[src/rtl/rsa_job_sequencer.sv]
// Job sequencer for one RSA control core: runs the inverter then mod-exp phase per job,
// skips the inverter when the key matches the last good one, and aborts hung phases.
module rsa_job_sequencer #(
    parameter int WIDTH   = 128,
    parameter int TIMEOUT = 1048576,
    parameter int TO_W    = 21
) (
    input  logic               clk,
    input  logic               reset_n,
    input  logic               req_valid,
    output logic               req_ready,
    input  logic [WIDTH-1:0]   req_p,
    input  logic [WIDTH-1:0]   req_q,
    input  logic               req_encrypt_decrypt,
    input  logic [2*WIDTH-1:0] req_msg,
    output logic               rsp_valid,
    input  logic               rsp_ready,
    output logic [2*WIDTH-1:0] rsp_msg,
    output logic               rsp_error,
    output logic               rsp_key_reused,
    output logic [WIDTH-1:0]   core_p,
    output logic [WIDTH-1:0]   core_q,
    output logic               core_encrypt_decrypt,
    output logic [2*WIDTH-1:0] core_msg_in,
    output logic               core_reset_inverter,
    output logic               core_reset_mod_exp,
    input  logic               core_inverter_finish,
    input  logic               core_mod_exp_finish,
    input  logic [2*WIDTH-1:0] core_msg_out,
    output logic               busy
);

    typedef enum logic [2:0] {
        IDLE, INV_START, INV_WAIT, EXP_START, EXP_WAIT, RESP
    } state_t;

    localparam logic [TO_W-1:0] TO_LAST = TO_W'(TIMEOUT - 1);

    state_t             state_q, state_d;
    logic [WIDTH-1:0]   core_p_q, core_p_d;
    logic [WIDTH-1:0]   core_q_q, core_q_d;
    logic               core_ed_q, core_ed_d;
    logic [2*WIDTH-1:0] core_msg_q, core_msg_d;
    logic [WIDTH-1:0]   key_p_q, key_p_d;
    logic [WIDTH-1:0]   key_q_q, key_q_d;
    logic               key_valid_q, key_valid_d;
    logic               reused_q, reused_d;
    logic [TO_W-1:0]    cnt_q, cnt_d;
    logic [2*WIDTH-1:0] rsp_msg_q, rsp_msg_d;
    logic               rsp_error_q, rsp_error_d;
    logic               rsp_reused_q, rsp_reused_d;

    logic blank;
    logic timed_out;

    // A zero count marks the first WAIT cycle, where a finish left over from the previous run is ignored.
    assign blank     = (cnt_q == '0);
    assign timed_out = (cnt_q == TO_LAST);

    always_ff @(posedge clk or negedge reset_n) begin
        if (!reset_n) begin
            state_q      <= IDLE;
            core_p_q     <= '0;
            core_q_q     <= '0;
            core_ed_q    <= 1'b0;
            core_msg_q   <= '0;
            key_p_q      <= '0;
            key_q_q      <= '0;
            key_valid_q  <= 1'b0;
            reused_q     <= 1'b0;
            cnt_q        <= '0;
            rsp_msg_q    <= '0;
            rsp_error_q  <= 1'b0;
            rsp_reused_q <= 1'b0;
        end else begin
            state_q      <= state_d;
            core_p_q     <= core_p_d;
            core_q_q     <= core_q_d;
            core_ed_q    <= core_ed_d;
            core_msg_q   <= core_msg_d;
            key_p_q      <= key_p_d;
            key_q_q      <= key_q_d;
            key_valid_q  <= key_valid_d;
            reused_q     <= reused_d;
            cnt_q        <= cnt_d;
            rsp_msg_q    <= rsp_msg_d;
            rsp_error_q  <= rsp_error_d;
            rsp_reused_q <= rsp_reused_d;
        end
    end

    always_comb begin
        state_d      = state_q;
        core_p_d     = core_p_q;
        core_q_d     = core_q_q;
        core_ed_d    = core_ed_q;
        core_msg_d   = core_msg_q;
        key_p_d      = key_p_q;
        key_q_d      = key_q_q;
        key_valid_d  = key_valid_q;
        reused_d     = reused_q;
        cnt_d        = cnt_q;
        rsp_msg_d    = rsp_msg_q;
        rsp_error_d  = rsp_error_q;
        rsp_reused_d = rsp_reused_q;

        case (state_q)
            IDLE: begin
                if (req_valid) begin
                    core_p_d   = req_p;
                    core_q_d   = req_q;
                    core_ed_d  = req_encrypt_decrypt;
                    core_msg_d = req_msg;
                    if (key_valid_q && (req_p == key_p_q) && (req_q == key_q_q)) begin
                        state_d  = EXP_START;
                        reused_d = 1'b1;
                    end else begin
                        state_d  = INV_START;
                        reused_d = 1'b0;
                    end
                end
            end
            INV_START: begin
                cnt_d   = '0;
                state_d = INV_WAIT;
            end
            INV_WAIT: begin
                if (!blank && core_inverter_finish) begin
                    state_d     = EXP_START;
                    key_p_d     = core_p_q;
                    key_q_d     = core_q_q;
                    key_valid_d = 1'b1;
                end else if (timed_out) begin
                    state_d      = RESP;
                    rsp_msg_d    = '0;
                    rsp_error_d  = 1'b1;
                    rsp_reused_d = reused_q;
                    key_valid_d  = 1'b0;
                end else begin
                    cnt_d = cnt_q + 1'b1;
                end
            end
            EXP_START: begin
                cnt_d   = '0;
                state_d = EXP_WAIT;
            end
            EXP_WAIT: begin
                if (!blank && core_mod_exp_finish) begin
                    state_d      = RESP;
                    rsp_msg_d    = core_msg_out;
                    rsp_error_d  = 1'b0;
                    rsp_reused_d = reused_q;
                end else if (timed_out) begin
                    state_d      = RESP;
                    rsp_msg_d    = '0;
                    rsp_error_d  = 1'b1;
                    rsp_reused_d = reused_q;
                    key_valid_d  = 1'b0;
                end else begin
                    cnt_d = cnt_q + 1'b1;
                end
            end
            RESP: begin
                if (rsp_ready) begin
                    state_d = IDLE;
                end
            end
            default: begin
                state_d = IDLE;
            end
        endcase
    end

    assign req_ready            = (state_q == IDLE);
    assign busy                 = (state_q != IDLE);
    assign rsp_valid            = (state_q == RESP);
    assign core_reset_inverter  = (state_q == INV_START);
    assign core_reset_mod_exp   = (state_q == EXP_START);
    assign rsp_msg              = rsp_msg_q;
    assign rsp_error            = rsp_error_q;
    assign rsp_key_reused       = rsp_reused_q;
    assign core_p               = core_p_q;
    assign core_q               = core_q_q;
    assign core_encrypt_decrypt = core_ed_q;
    assign core_msg_in          = core_msg_q;

endmodule

[config.mk]
export PLATFORM = sky130hd
export DESIGN_NAME = rsa_job_sequencer
export DESIGN_NICKNAME = d
export VERILOG_FILES = /design/src/rtl/rsa_job_sequencer.sv
export SDC_FILE = /design/constraint.sdc
export NUM_CORES = 1
export LEC_CHECK = 0
export CAP_MARGIN = 0
export CELL_PAD_IN_SITES_DETAIL_PLACEMENT = 0
export CELL_PAD_IN_SITES_GLOBAL_PLACEMENT = 1
export CORE_AREA = 5 5 607 609
export CTS_BUF_LIST = sky130_fd_sc_hd__clkbuf_8
export CTS_CLUSTER_DIAMETER = 40
export DETAILED_ROUTE_END_ITERATION = 12
export DIE_AREA = 0 0 612 614
export PLACE_DENSITY_LB_ADDON = 0.1
export SLEW_MARGIN = 10
export SYNTH_ARGS = -nofsm -noshare
export SYNTH_HDL_FRONTEND = slang
export SYNTH_SLANG_ARGS = --single-unit
[constraint.sdc]
create_clock -name clk -period 3.5 [get_ports clk]
set_clock_uncertainty 0.2 [all_clocks]
set_input_delay 0.7 -clock clk [delete_from_list [all_inputs] [get_ports clk]]
set_output_delay 0.7 -clock clk [all_outputs]
set_load 0.02 [all_outputs]
==> impl_metrics.yaml <==
synthesis:
  synth_fp_nets: 5276
  ys_seq_area_share_pct: 60.6
  syn_area_mm2: 0.0435
  ys_seq_elements: 1053
  synth_top_area_share_pct: 60.6
  synth_cells: 4499
  syn_avg_cell_area_um2: 9.66
  synth_flop_cell: "dfrtp_1"
  ys_top_cells_by_area: "dfrtp_1, nand2_1, mux2_2"
  yosysTopAreaCell: "dfrtp_1"
  synth_cell_types: 62
  synthArstFlopShare_pct: 100
  synth-edff-count: 0
  yosysWarnings: 0
timing:
  max_freq_mhz: 280
  setup_ws_ns: -0.0757
  rsz0062_at_grt: "no"
  holdWs_ns: 0.168
  fin_crit_sh_pct: 102
  drv_slew: 0
  slew_headroom_pct: 17.1
  finalHoldViolCount: 0
  setup_viol: 2
  layout_min_cycle_time_ns: 3.58
  tightest_slew_ns: 1.24
worst_setup_path:
  worst_r2r_path_depth: 7
  critPathKind: "in -> reg"
  crit_arrival_ns: 4.25
  cp_cell_sequence: "dlygate4sd3_1, clkdlybuf4s50_1, xor2_1, nor4_1, nand4_1, or4_1, o31ai_1"
  r2r-start: "key_q_q[53]"
  r2r_slack_ns: 0.22
  cp_slowest_cell: "nor4_1"
  r2r-end: "state_q[1]"
  slowest_delay_ns: 1.10
  end_kind: "flop"
  critPathRequiredTime_ns: 4.18
  worstSetupStartpointType: "primary input"
  path_max_fanout: 2
finish:
  nFillCells: 39600
  ff_latch_area_mm2: 0.0264
  area_growth_pct: 85.0
  multiInputGateArea_mm2: 0.0158
  layout_commonest_cell: "nand2_1"
  final_nets: 7791
  drive_gt1_share_pct: 14.0
  final_cell_mix: "nand2_1, clkdlybuf4s50_1, dfrtp_1"
routing:
  drcViolationCount: 0
  wirelength_um: 323000
  dr_total_vias: 42700
  dr.first_iter.drc_count: 1859
  ant_nets: 0
  wire_per_inst_um: 26.6
  post_drt_via_cell_ratio: 3.51
  drtPass1Iterations: 5
global_routing:
  grt_max_degree: 130
  grt_pass1_wl_um: 424000
  grt_pass1_vias: 45700
  antenna_found_initial: 142
  overflow: 0
  track_usage_pct: 16.5
placed_design:
  gp_congestion: 0.827
  portBuffers: 1550
  dp_hpwl_um: 259000
floorplanning:
  chipHeight_um: 614
  die_area_mm2: 0.376
  ioPinCount: 1551
  row_count: 221
  die_w_um: 612
  core_mm2: 0.362
  start_util_pct: 12.0
power:
  p_comb_share_pct: 43.2
  p_clk_share_pct: 27.3
  p_leak_nw: 35.6
  p_sw_share_pct: 42.1
  peakVddDrop_v: 0.000419
  seqPwrFrac_pct: 29.6
  power.total_mw: 74.4
  power.internal_mw: 43.1
  p_switching_mw: 31.3
  power_density_mw_per_mm2: 925
cts:
  clk_path_buf_depth: 4
  clkLatencyLatePin_ns: 0.98
  root_buffer: "clkbuf_8"
  clock_sinks: 1053
  htreeDepth: 5
  numCtsBuffers: 338
  cts_tree: "built"
  cts.clk_slew.worst_paths_ns: 0.05
status:
  status: "complete, but fails checks"
  violations: "negative setup slack"
min_path:
  hold_class: "in -> reg"
  min_to: "core_msg_in[240]"
  hold_path_depth: 3
  min-delay-start: "req_msg[240]"
run:
  cap_viol_max_count: 0
==> sequential cells by signal, indices dropped and copies added, names as in the netlist <==
register / cells
key_q_q: 128
core_msg_in: 256
core_encrypt_decrypt: 1
key_valid_q: 1
state_q: 3
reused_q: 1
core_q: 128
cnt_q: 21
rsp_error: 1
core_p: 128
key_p_q: 128
rsp_msg: 256
rsp_key_reused: 1
==> cells by family (layout without fill, tap and decap cells) <==
group | Yosys count | after routing | share of synthesized area, %
DFF | 1053 | 1053 | 60.6
AOI/OAI and AO/OA | 463 | 463 | 6.17
other | 0 | 51 | 0
xor gates and xnor gates | 146 | 146 | 2.94
muxes | 236 | 236 | 6.07
adders and majority gates | 2 | 2 | 0.0576
buffers and inverters | 328 | 3120 | 3.13
and+or+nand+nor | 2271 | 2271 | 21.0
==> repair_timing <==
| action | in CTS | in global routing |
|---|---|---|
| gates resized for setup | 17 | 1 |
| buffers inserted | 1 | 0 |
| endpoints found under the hold margin | 1032 | 0 |
| pin swaps | 0 | 0 |
| hold buffers | 631 | 0 |
| setup endpoints to repair | 11 | 1 |
==> worst max path at each step <==
| stage | startpoint | endpoint | slack (ns) |
|---|---|---|---|
| final | req_p[4] | state_q[1] | -0.08 |
| after global routing | req_q[32] | state_q[1] | 0.002 |
| after CTS | core_p[117] | core_p[117] | 0.02 |
| after detailed placement | req_q[53] | state_q[1] | -0.66 |
| after global placement | req_q[53] | reused_q | -0.78 |
| after floorplan | req_p[71] | reused_q | 0.97 |
==> synth_stat cells (all sizes together), types with 2 or more instances <==
master	number
o22ai	29
and3	2
nand2b	49
nor2	6
o2bb2ai	3
nand2	2049
o2111ai	12
nor3b	2
nor3	5
a221o	2
a2111o	12
xor2	92
nand4	26
and2	2
nor4	42
a22o	8
ha	2
nor2b	61
dfrtp	1053
a21oi	15
xnor2	54
and4	3
a2111oi	15
or4	4
inv	84
o31ai	4
o221ai	2
nand3	15
buf	90
mux2i	17
a22oi	2
o21ai	340
clkbuf	153
a211oi	10
mux2	219
==> power groups by stage <==
stage | Clock [mW] | Sequential, mW | Combinational (mW)
2_1_floorplan | 0 | 25.9 | 8.23
3_3_place_gp | 0 | 22.2 | 32.6
3_5_place_dp | 0 | 22.3 | 32.6
4_1_cts | 21.3 | 22.2 | 33.4
5_1_grt | 21.8 | 22.7 | 34.4
6_report | 20.3 | 22.0 | 32.1
==> cell type report <==
cell class	count	area share, %
inverters	85	0.397
clock inverters	182	1.73
well taps	4794	7.46
multi-input cells	3118	19.7
repair buffers	2418	30.3
clock buffers	435	7.45
flip-flops and latches	1053	32.8
diodes	51	0.159
==> critical path, delay by kind of cell <==
kind,cells,cell delay (ns)
compound gates,1,0.28
xor+xnor,1,0.30
buf+inv,2,1.15
simple gates,3,1.81
==> layer usage <==
metal	track usage, %	wire length [um]
met1	18.3	123000
met2	29.4	163000
met3	5.38	24300
met4	5.69	12600
met5	0	515
==> metrics by stage <==
step / setup TNS, ns / setup WS, ns / cells / area (um2) / utilization [%]
6_report: -0.0882 / -0.0757 / 12100 / 80400 / 22.2
5_1_grt: 0 / 0.00183 / 12100 / 80300 / 22.2
4_1_cts: 0 / 0.0168 / 12100 / 80200 / 22.2
3_5_place_dp: -1.27 / -0.659 / 10800 / 66500 / 18.4
3_3_place_gp: -1.55 / -0.781 / 10800 / 66500 / 18.4
2_1_floorplan: 0 / 0.965 / 4499 / 43500 / -
(Power assumes the default switching activity.)
